### src/rtl/streamchk_ctrl_if.sv
// Wishbone pipelined bus between the stream-checker control initiator and the
// checker's control port. The master drives the request, the slave answers.
interface streamchk_ctrl_if;
   logic        o_wb_cyc;
   logic        o_wb_stb;
   logic        o_wb_we;
   logic        o_wb_addr;
   logic [31:0] o_wb_data;
   logic [3:0]  o_wb_sel;
   logic        i_wb_stall;
   logic        i_wb_ack;
   logic        i_wb_err;
   logic [31:0] i_wb_data;

   modport master (
      output o_wb_cyc, o_wb_stb, o_wb_we, o_wb_addr, o_wb_data, o_wb_sel,
      input  i_wb_stall, i_wb_ack, i_wb_err, i_wb_data
   );

   modport slave (
      input  o_wb_cyc, o_wb_stb, o_wb_we, o_wb_addr, o_wb_data, o_wb_sel,
      output i_wb_stall, i_wb_ack, i_wb_err, i_wb_data
   );
endinterface

### src/rtl/streamchk_ctrl.sv
// Stream checker control initiator: on a start command it writes SEED, then
// LN/DIR/DEV, polls LN until the transfer drains, reads SEED back and compares
// it with seed + words. Reports done/fail/timeout to the bench sequencer.
module streamchk_ctrl #(
   parameter int SW       = 32,
   parameter int POLL_GAP = 16,
   parameter int TIMEOUT  = 1 << 20
) (
   input  logic        i_clk,
   input  logic        i_reset_n,
   input  logic        i_start,
   input  logic        i_dir,
   input  logic        i_dev,
   input  logic [29:0] i_len,
   input  logic [31:0] i_seed,
   input  logic        i_chk_err,
   output logic        o_busy,
   output logic        o_done,
   output logic        o_fail,
   output logic        o_timeout,
   output logic [31:0] o_final,
   streamchk_ctrl_if.master wb
);
   localparam int LGW = $clog2(SW / 8);
   localparam int TW  = $clog2(TIMEOUT + 1);
   localparam int GW  = (POLL_GAP > 1) ? $clog2(POLL_GAP) : 1;
   localparam logic [TW-1:0] TMO_MAX  = TW'(TIMEOUT);
   localparam logic [GW-1:0] GAP_LAST = GW'(POLL_GAP - 1);

   typedef enum logic [2:0] {IDLE, WSEED, WLEN, GAP, POLL, RFINAL, DONE} state_t;

   state_t      state_q, state_d;
   logic        dir_q, dev_q;
   logic [29:0] len_q;
   logic [31:0] seed_q;
   logic        cyc_q, stb_q, we_q, addr_q;
   logic [31:0] data_q;
   logic [TW-1:0] timer_q;
   logic [GW-1:0] gap_q;
   logic        fail_q, tmo_q;
   logic [31:0] final_q;

   logic        launch, l_we, l_addr;
   logic [31:0] l_data;
   logic        in_op, active, tmo_hit, bus_ack, bus_err, start_ok;
   logic [31:0] ln_word, exp_final;

   assign in_op     = (state_q == WSEED) || (state_q == WLEN) ||
                      (state_q == POLL)  || (state_q == RFINAL);
   assign active    = in_op || (state_q == GAP);
   assign tmo_hit   = active && (timer_q == TMO_MAX);
   assign bus_ack   = cyc_q && wb.i_wb_ack;
   assign bus_err   = cyc_q && wb.i_wb_err;
   assign start_ok  = (state_q == IDLE) && i_start;
   assign ln_word   = {dir_q, dev_q, len_q[29:LGW], {LGW{1'b0}}};
   assign exp_final = seed_q + 32'(len_q >> LGW);

   // Next-state and bus-op launch decode; error or timeout overrides everything.
   always_comb begin
      state_d = state_q;
      launch  = 1'b0;
      l_we    = 1'b0;
      l_addr  = 1'b0;
      l_data  = '0;
      case (state_q)
         IDLE: if (i_start) begin
            state_d = WSEED;
            launch  = 1'b1;
            l_we    = 1'b1;
            l_addr  = 1'b1;
            l_data  = i_seed;
         end
         WSEED: if (bus_ack) begin
            state_d = WLEN;
            launch  = 1'b1;
            l_we    = 1'b1;
            l_data  = ln_word;
         end
         WLEN: if (bus_ack) state_d = GAP;
         GAP: if (gap_q == GAP_LAST) begin
            state_d = POLL;
            launch  = 1'b1;
         end
         POLL: if (bus_ack) begin
            if (wb.i_wb_data[29:0] == '0) begin
               state_d = RFINAL;
               launch  = 1'b1;
               l_addr  = 1'b1;
            end else begin
               state_d = GAP;
            end
         end
         RFINAL: if (bus_ack) state_d = DONE;
         DONE:    state_d = IDLE;
         default: state_d = IDLE;
      endcase
      if (bus_err || tmo_hit) begin
         state_d = DONE;
         launch  = 1'b0;
      end
   end

   // State register.
   always_ff @(posedge i_clk or negedge i_reset_n) begin
      if (!i_reset_n) state_q <= IDLE;
      else            state_q <= state_d;
   end

   // Command capture; only meaningful while busy, so no reset is needed.
   always_ff @(posedge i_clk) begin
      if (start_ok) begin
         dir_q  <= i_dir;
         dev_q  <= i_dev;
         len_q  <= i_len;
         seed_q <= i_seed;
      end
   end

   // Bus request: stb held until accepted, cyc held until ack/err or abandon.
   always_ff @(posedge i_clk or negedge i_reset_n) begin
      if (!i_reset_n) begin
         cyc_q  <= 1'b0;
         stb_q  <= 1'b0;
         we_q   <= 1'b0;
         addr_q <= 1'b0;
         data_q <= '0;
      end else if (launch) begin
         cyc_q  <= 1'b1;
         stb_q  <= 1'b1;
         we_q   <= l_we;
         addr_q <= l_addr;
         data_q <= l_data;
      end else if (bus_ack || bus_err || tmo_hit) begin
         cyc_q <= 1'b0;
         stb_q <= 1'b0;
      end else if (stb_q && !wb.i_wb_stall) begin
         stb_q <= 1'b0;
      end
   end

   // Timer, poll gap counter, sticky status and final readback.
   always_ff @(posedge i_clk or negedge i_reset_n) begin
      if (!i_reset_n) begin
         timer_q <= '0;
         gap_q   <= '0;
         fail_q  <= 1'b0;
         tmo_q   <= 1'b0;
         final_q <= '0;
      end else begin
         gap_q <= (state_q == GAP) ? gap_q + GW'(1) : '0;
         if (start_ok) begin
            timer_q <= TW'(1);
            fail_q  <= 1'b0;
            tmo_q   <= 1'b0;
         end else begin
            if (active && (timer_q != TMO_MAX)) timer_q <= timer_q + TW'(1);
            if (tmo_hit) begin
               tmo_q  <= 1'b1;
               fail_q <= 1'b1;
            end
            if (bus_err) fail_q <= 1'b1;
            if ((state_q == RFINAL) && bus_ack && !tmo_hit) begin
               final_q <= wb.i_wb_data;
               if ((wb.i_wb_data != exp_final) || i_chk_err) fail_q <= 1'b1;
            end
         end
      end
   end

   // A timed-out op is abandoned in the same cycle the timer saturates.
   assign wb.o_wb_cyc  = cyc_q && !tmo_hit;
   assign wb.o_wb_stb  = stb_q && !tmo_hit;
   assign wb.o_wb_we   = we_q;
   assign wb.o_wb_addr = addr_q;
   assign wb.o_wb_data = data_q;
   assign wb.o_wb_sel  = 4'hf;

   assign o_busy    = active;
   assign o_done    = (state_q == DONE);
   assign o_fail    = fail_q;
   assign o_timeout = tmo_q;
   assign o_final   = final_q;
endmodule

### src/flat_wrapper.sv
// flat-port wrapper written by rule: the top's interface ports become plain ports
module streamchk_ctrl_flat 
#(
   parameter int SW       = 32,
   parameter int POLL_GAP = 16,
   parameter int TIMEOUT  = 1 << 20
)
  (i_clk, i_reset_n, i_start, i_dir, i_dev, i_len, i_seed, i_chk_err, o_busy, o_done, o_fail, o_timeout, o_final, wb_o_wb_cyc, wb_o_wb_stb, wb_o_wb_we, wb_o_wb_addr, wb_o_wb_data, wb_o_wb_sel, wb_i_wb_stall, wb_i_wb_ack, wb_i_wb_err, wb_i_wb_data);
  streamchk_ctrl_if wb_i ();
  input  logic i_clk;
  input  logic i_reset_n;
  input  logic i_start;
  input  logic i_dir;
  input  logic i_dev;
  input  logic [29:0] i_len;
  input  logic [31:0] i_seed;
  input  logic i_chk_err;
  output logic o_busy;
  output logic o_done;
  output logic o_fail;
  output logic o_timeout;
  output logic [31:0] o_final;
  output wire logic [$bits(wb_i.o_wb_cyc)-1:0] wb_o_wb_cyc;
  output wire logic [$bits(wb_i.o_wb_stb)-1:0] wb_o_wb_stb;
  output wire logic [$bits(wb_i.o_wb_we)-1:0] wb_o_wb_we;
  output wire logic [$bits(wb_i.o_wb_addr)-1:0] wb_o_wb_addr;
  output wire logic [$bits(wb_i.o_wb_data)-1:0] wb_o_wb_data;
  output wire logic [$bits(wb_i.o_wb_sel)-1:0] wb_o_wb_sel;
  input wire logic [$bits(wb_i.i_wb_stall)-1:0] wb_i_wb_stall;
  input wire logic [$bits(wb_i.i_wb_ack)-1:0] wb_i_wb_ack;
  input wire logic [$bits(wb_i.i_wb_err)-1:0] wb_i_wb_err;
  input wire logic [$bits(wb_i.i_wb_data)-1:0] wb_i_wb_data;
  assign wb_o_wb_cyc = wb_i.o_wb_cyc;
  assign wb_o_wb_stb = wb_i.o_wb_stb;
  assign wb_o_wb_we = wb_i.o_wb_we;
  assign wb_o_wb_addr = wb_i.o_wb_addr;
  assign wb_o_wb_data = wb_i.o_wb_data;
  assign wb_o_wb_sel = wb_i.o_wb_sel;
  assign wb_i.i_wb_stall = wb_i_wb_stall;
  assign wb_i.i_wb_ack = wb_i_wb_ack;
  assign wb_i.i_wb_err = wb_i_wb_err;
  assign wb_i.i_wb_data = wb_i_wb_data;
  streamchk_ctrl #(.SW(SW), .POLL_GAP(POLL_GAP), .TIMEOUT(TIMEOUT)) u_core (.i_clk(i_clk), .i_reset_n(i_reset_n), .i_start(i_start), .i_dir(i_dir), .i_dev(i_dev), .i_len(i_len), .i_seed(i_seed), .i_chk_err(i_chk_err), .o_busy(o_busy), .o_done(o_done), .o_fail(o_fail), .o_timeout(o_timeout), .o_final(o_final), .wb(wb_i));
endmodule
### config.mk
export PLATFORM = sky130hd
export DESIGN_NAME = streamchk_ctrl_flat
export DESIGN_NICKNAME = d
export VERILOG_FILES = /design/src/rtl/streamchk_ctrl_if.sv /design/src/rtl/streamchk_ctrl.sv /design/src/flat_wrapper.sv
export SDC_FILE = /design/constraint.sdc
export NUM_CORES = 1
export LEC_CHECK = 0
export BUFFER_PORTS_ARGS = -buffer_cell sky130_fd_sc_hd__buf_2
export CAP_MARGIN = 10
export CORE_MARGIN = 2
export CORE_UTILIZATION = 50
export DETAILED_ROUTE_END_ITERATION = 10
export PLACE_DENSITY_LB_ADDON = 0.2
export SLEW_MARGIN = 15
export SYNTH_ARGS = -nofsm -noshare
export SYNTH_HDL_FRONTEND = slang
export SYNTH_SLANG_ARGS = --single-unit
### constraint.sdc
create_clock -name i_clk -period 8.85 [get_ports i_clk]
set_clock_uncertainty 0.2 [all_clocks]
set_input_delay 0.4425 -clock i_clk [delete_from_list [all_inputs] [get_ports i_clk]]
set_output_delay 0.4425 -clock i_clk [all_outputs]
set_load 0.005 [all_outputs]
### Word-level counts from Yosys, hierarchy flattened

Cells that the tools add are included.

| word-level totals | value |
|---|---|
| register bits | 162 |
| input bits | 103 |
| output and inout bits | 76 |
| word-level logic and storage cells | 99 |

| cells by class | value |
|---|---|
| add/subtract/negate cells | 3 |
| equality and inequality tests | 16 |
| mux-type cells | 36 |
| bitwise gates (word level) | 1 |
| reductions and logical operators | 28 |

Operators by type and width:

| kind | number |
|---|---|
| 2-to-1 mux 32 bit | 2 |
| case mux 32 bit (2 select lines) | 1 |
| 2-to-1 mux 21 bit | 2 |
| adder 32 x 28 -> 32 bit | 1 |
| inequality test 32 bit | 1 |
| zero test 30 bit | 1 |
| 2-to-1 mux 3 bit | 8 |
| adder 21 x 1 -> 21 bit (second input constant) | 1 |
| equality test 21 bit (second input constant) | 1 |
| inequality test 21 bit (second input constant) | 1 |
| 2-to-1 mux 1 bit | 18 |
| case mux 3 bit (6 select lines) | 1 |
| inequality test 3 x 2 -> 1 bit (second input constant) | 4 |
| logical AND 1 bit | 10 |
| equality test 3 bit (second input constant) | 3 |
| logical OR 1 bit | 8 |
| equality test 3 x 2 -> 1 bit (second input constant) | 2 |
| AND reduction 6 bit | 1 |
| nonzero test 2 bit | 3 |
| adder 4 x 1 -> 4 bit (second input constant) | 1 |
| equality test 4 bit (second input constant) | 1 |
| 2-to-1 mux 4 bit | 1 |
| case mux 1 bit (2 select lines) | 2 |
| case mux 1 bit (4 select lines) | 1 |
| other kinds (8) | 9 |

### Longest topological paths before layout

| depth | value |
|---|---|
| word-level depth | 11 |
| mapped depth | 13 |

### Worst setup path after synthesis

Ideal clock, no wire load.

| timing path | value |
|---|---|
| path kind | register to register |
| from | register u_core.state_q[2] |
| to | register u_core.dev_q, enable pin |
| data arrival time | 3.345 ns |
| data required time | 8.200 ns |
| path slack | 4.855 ns |
| stages on the path, launching flop included | 7 |
| path buffers | 3 |
| cells stage by stage | dfrtp_1 > buf_2 > nor3_1 > nand2_1 > inv_2 > buf_1 > buf_1 |

| on the way | value |
|---|---|
| longest elaborated chain between the ends | 2 |

Ends and longest elaborated chain:

| what | RTL line | source |
|---|---|---|
| start: declaration | streamchk_ctrl.sv:32 | `state_t state_q, state_d;` |
| start signal: assignment | streamchk_ctrl.sv:106 | `else state_q <= state_d;` |
| zero test 3 bit | streamchk_ctrl.sv:54 | `assign start_ok = (state_q == IDLE) && i_start;` |
| logical AND 1 bit | streamchk_ctrl.sv:54 |  |
| net u_core.start_ok | streamchk_ctrl.sv:45 | `logic in_op, active, tmo_hit, bus_ack, bus_err, start_ok;` |
| end signal: assignment | streamchk_ctrl.sv:113 | `dev_q <= i_dev;` |
| end: declaration | streamchk_ctrl.sv:33 | `logic dir_q, dev_q;` |

The timed path passes the listed nets, and every way through them passes these cells.
A chain may end at the register's enable or synchronous reset.

### Worst setup path after layout

| timing path | value |
|---|---|
| from | register u_core.len_q[2] |
| to | register u_core.fail_q (netlist: u_core.o_fail) |

| on the way | value |
|---|---|
| longest elaborated chain between the ends | 6 |

Ends and longest elaborated chain:

| what | RTL line | source |
|---|---|---|
| start: declaration | streamchk_ctrl.sv:34 | `logic [29:0] len_q;` |
| start signal: assignment | streamchk_ctrl.sv:114 | `len_q <= i_len;` |
| adder 32 x 28 -> 32 bit | streamchk_ctrl.sv:56 | `assign exp_final = seed_q + 32'(len_q >> LGW);` |
| inequality test 32 bit | streamchk_ctrl.sv:164 | `if ((wb.i_wb_data != exp_final) \|\| i_chk_err) fail_q <= 1'b1;` |
| logical OR 1 bit | streamchk_ctrl.sv:164 |  |
| 2-to-1 mux 1 bit | streamchk_ctrl.sv:164 |  |
| 2-to-1 mux 1 bit | streamchk_ctrl.sv:162 | `if ((state_q == RFINAL) && bus_ack && !tmo_hit) begin` |
| 2-to-1 mux 1 bit | streamchk_ctrl.sv:151 | `if (start_ok) begin` |
| end signal: assignment | streamchk_ctrl.sv:153 | `fail_q <= 1'b0;` |
| end signal: assignment | streamchk_ctrl.sv:161 | `if (bus_err) fail_q <= 1'b1;` |
| end signal: assignment | streamchk_ctrl.sv:164 |  |
| end: declaration | streamchk_ctrl.sv:40 | `logic fail_q, tmo_q;` |

No other way between the ends.

==> results.cfg <==
[pwr]
finalPower_mw = 1.55
power.density_nw_per_um2 = 144
ir_drop_uv = 132
p_leak_nw = 4.75

[place]
place.gp.congestion = 0.892
post-place-ws_ns = 5.26
io_buffers = 172
place_inst = 1175
dpl.hpwl_mm = 16.0
dpl_cell_area_sq_um = 9670

[synthesis]
synthTopCellsByArea = dfrtp_1 28%, edfxtp_1 21%, mux2_2 4.6%
synth_top_area_share_pct = 28.3
synth_ff_type = dfrtp_1
synth_cell_types = 80
async_flop_share_pct = 61.3
post-synth-top-area-cell = dfrtp_1
synth_edf_count = 62
syn_area_per_cell_sq_um = 10.7
syn_area_sq_um = 8660
syn_inst = 807
ys_warn_count = 0
synth-seq-cells = 160
ys_seq_area_share_pct = 49.8

[sta]
setup_tns_ns = 0
relSlewSlack_pct = 23.6
max_slew.worst_pin.slew_ns = 1.14
timing.final.hold_violations = 0
setup_viol = 0
rsz0062_at_grt = no
finalWorstSetupSlack_ns = 5.23
period_share_pct = 41.0
max_freq_mhz = 276
finalCriticalPeriod_ns = 3.62
slew_violations = 0

[setup_path]
cp_data_required_time_ns = 8.96
r2r_start = u_core.len_q[2]
criticalPathCategory = flip-flop to flip-flop
critical_path.max_stage_delay_ns = 0.46
cp-start-kind = flip-flop
r2r_setup_slack_ns = 5.23
critPathLaunch = u_core.len_q[2]
reg2reg_depth = 12
end_kind = flip-flop
crit_fanout = 5
endpoint = u_core.o_fail
crit_path_cell_trace = ha_1, fa_1, a21o_1, a22o_1, o21a_4, a211oi_2, o22ai_2, o21bai_1, a21oi_2, xnor2_1, o41ai_2, o21ai_1
arrival_ns = 3.73
timing.rr.end = u_core.o_fail
critical-path-slowest-cell = a211oi_2

[layout]
nNetsFinal = 1155
finish.instance_area_sq_um = 10700
antenna_cells = 0
syn2layout_area_growth_pct = 24.0
drive_gt1_share_pct = 26.1
finalNonFillerCells = 1258

[clock_network]
cts_setup_buffers = 0
clock-sinks = 160
clk_latency_ns = 0.44
cts_buffer_depth = 2
numCtsBuffers = 17
path_clk_slew_ns = 0.06
clockRootBuffer = clkbuf_16
ctsHoldBuffers = 51
cts_resized = 0
tritoncts = yes
ctsHtreeMaxLevel = 4

[routing]
drc = 0
wl_mm = 22.0
dr_total_vias = 7082
ant_nets = 0
first_pass_iters = 5
drtIter0Drc = 483
vias_per_cell = 5.63
wl_per_cell_microns = 17.5

[global_routing]
antenna_found_initial = 0
grt_max_degree = 97
grt_pass1_vias = 6602
grt-ovfl-total = 0
grtUsageTotal_pct = 24.4
grt_pass1_wl_mm = 34.3

[die]
rows = 48
core_area_sq_um = 17100
fp.dieW_microns = 136
start_util_pct = 50.6
fp.dieH_microns = 136
die-area_sq_um = 18400
ios = 179

[job]
cap_violations = 0

[status]
status = finished clean

[min_path]
hold_path.class = primary input to flip-flop
-- cells in the mapped netlist (all sizes together) (11+ instances only) --
cell type,count
nor3,15
nand4,13
nor2,82
nand3,27
buf,25
dfrtp,98
a22oi,32
edfxtp,62
nand2,51
ha,31
and3,13
xor2,29
clkbuf,11
o21a,11
o21ai,35
inv,14
a21oi,81
mux2,35
xnor2,33
nor4,15
-- flip-flops by register name, summed over array words and instances, names as in the netlist --
signal               flops
u_core.dev_q             1
u_core.wb.o_wb_we        1
u_core.seed_q           32
u_core.dir_q             1
u_core.timer_q          21
u_core.wb.o_wb_addr      1
u_core.state_q           3
u_core.gap_q             4
u_core.stb_q             1
u_core.wb.o_wb_data     32
u_core.len_q            28
u_core.o_timeout         1
u_core.cyc_q             1
u_core.o_final          32
u_core.o_fail            1
-- placed cells by master, fill, tap and decap left out, types with 3 or more instances in the layout --
cell type and instances:
a211o_1 5, a21o_1 10, a21oi_1 72, a21oi_2 8, a22oi_1 32, a31oi_1 3, and2_1 3, and3_1 13
and4_1 5, buf_2 171, buf_4 5, clkbuf_1 4, clkbuf_16 17, clkinv_2 3, conb_1 4, dfrtp_1 98
dlygate4sd3_1 51, edfxtp_1 62, ha_1 31, inv_1 13, mux2_2 35, nand2_1 50, nand2b_1 7, nand3_1 27
nand3b_1 3, nand4_1 13, nor2_1 81, nor2b_1 4, nor3_1 13, nor4_1 11, nor4_2 3, nor4b_1 5
o211ai_1 3, o21a_1 10, o21ai_0 23, o21ai_1 8, o21ai_2 3, xnor2_1 32, xor2_1 29
-- worst max-delay path: cells and delay by family (launching register included) --
family                     cells  cell delay, ns
AOI/OAI and AO/OA              9            2.12
xor gates and xnor gates       1            0.14
adders and majority gates      2            0.65
DFF                            1            0.40
-- per-stage QoR --
step / utilization, % / hold WS (ns)
4_1_cts: 62.7 / 0.000178
3_3_place_gp: 56.5 / 0.248
3_5_place_dp: 56.5 / 0.251
2_1_floorplan: - / -0.0531
6_report: 62.7 / 0.0110
5_1_grt: 62.7 / 0.00667
-- final cells by class --
| class | count | area, sq um |
|---|---|---|
| Fill cell | 1424 | 6380 |
| Sequential cell | 160 | 4310 |
| Multi-Input combinational cell | 600 | 4130 |
| Timing Repair Buffer | 227 | 1400 |
| Clock buffer | 23 | 468 |
| Tap cell | 225 | 282 |
| Clock inverter | 9 | 83.8 |
| Inverter | 14 | 55.1 |
-- worst min-delay path by stage --
stage	startpoint	end	slack, ns	cells past startpoint
floorplan	i_reset_n	u_core.cyc_q	-0.05	0
global placement	u_core.gap_q[0]	u_core.gap_q[0]	0.25	1
detailed placement	u_core.gap_q[0]	u_core.gap_q[0]	0.25	1
CTS	i_seed[9]	u_core.seed_q[9]	0.0002	1
global route	i_seed[26]	u_core.seed_q[26]	0.007	1
finish	i_seed[26]	u_core.seed_q[26]	0.01	1
-- report_power, final --
part,leakage [nW],total (mW),switching [mW],internal [mW]
clock,0.268,0.695,0.294,0.401
combinational,2.62,0.0807,0.0403,0.0404
sequential,1.86,0.771,0,0.771
total,4.75,1.55,0.334,1.21
-- layer usage --
| metal | share of wire [%] | wire (microns) | up-vias | GRT usage (%) |
|---|---|---|---|---|
| met5 | 0 | 0 | - | 0 |
| met2 | 46 | 10100 | 202 | 38.2 |
| met4 | 1.5 | 319 | 0 | 7.64 |
| met1 | 47 | 10300 | 3425 | 34.6 |
| li1 | - | - | 3434 | - |
| met3 | 5.7 | 1240 | 21 | 4.68 |
-- kinds of logic after synthesis --
family                     count (synthesis)  share of synthesized area [%]
muxes                                     37                           4.78
xor gates and xnor gates                  62                           6.36
other                                      1                         0.0433
and+or+nand+nor                          250                           14.6
adders and majority gates                 32                           4.71
buffers and inverters                     50                           2.88
DFF                                      160                           49.8
AOI/OAI and AO/OA                        215                           16.8
Note: power is estimated with default switching activity, not from simulation.
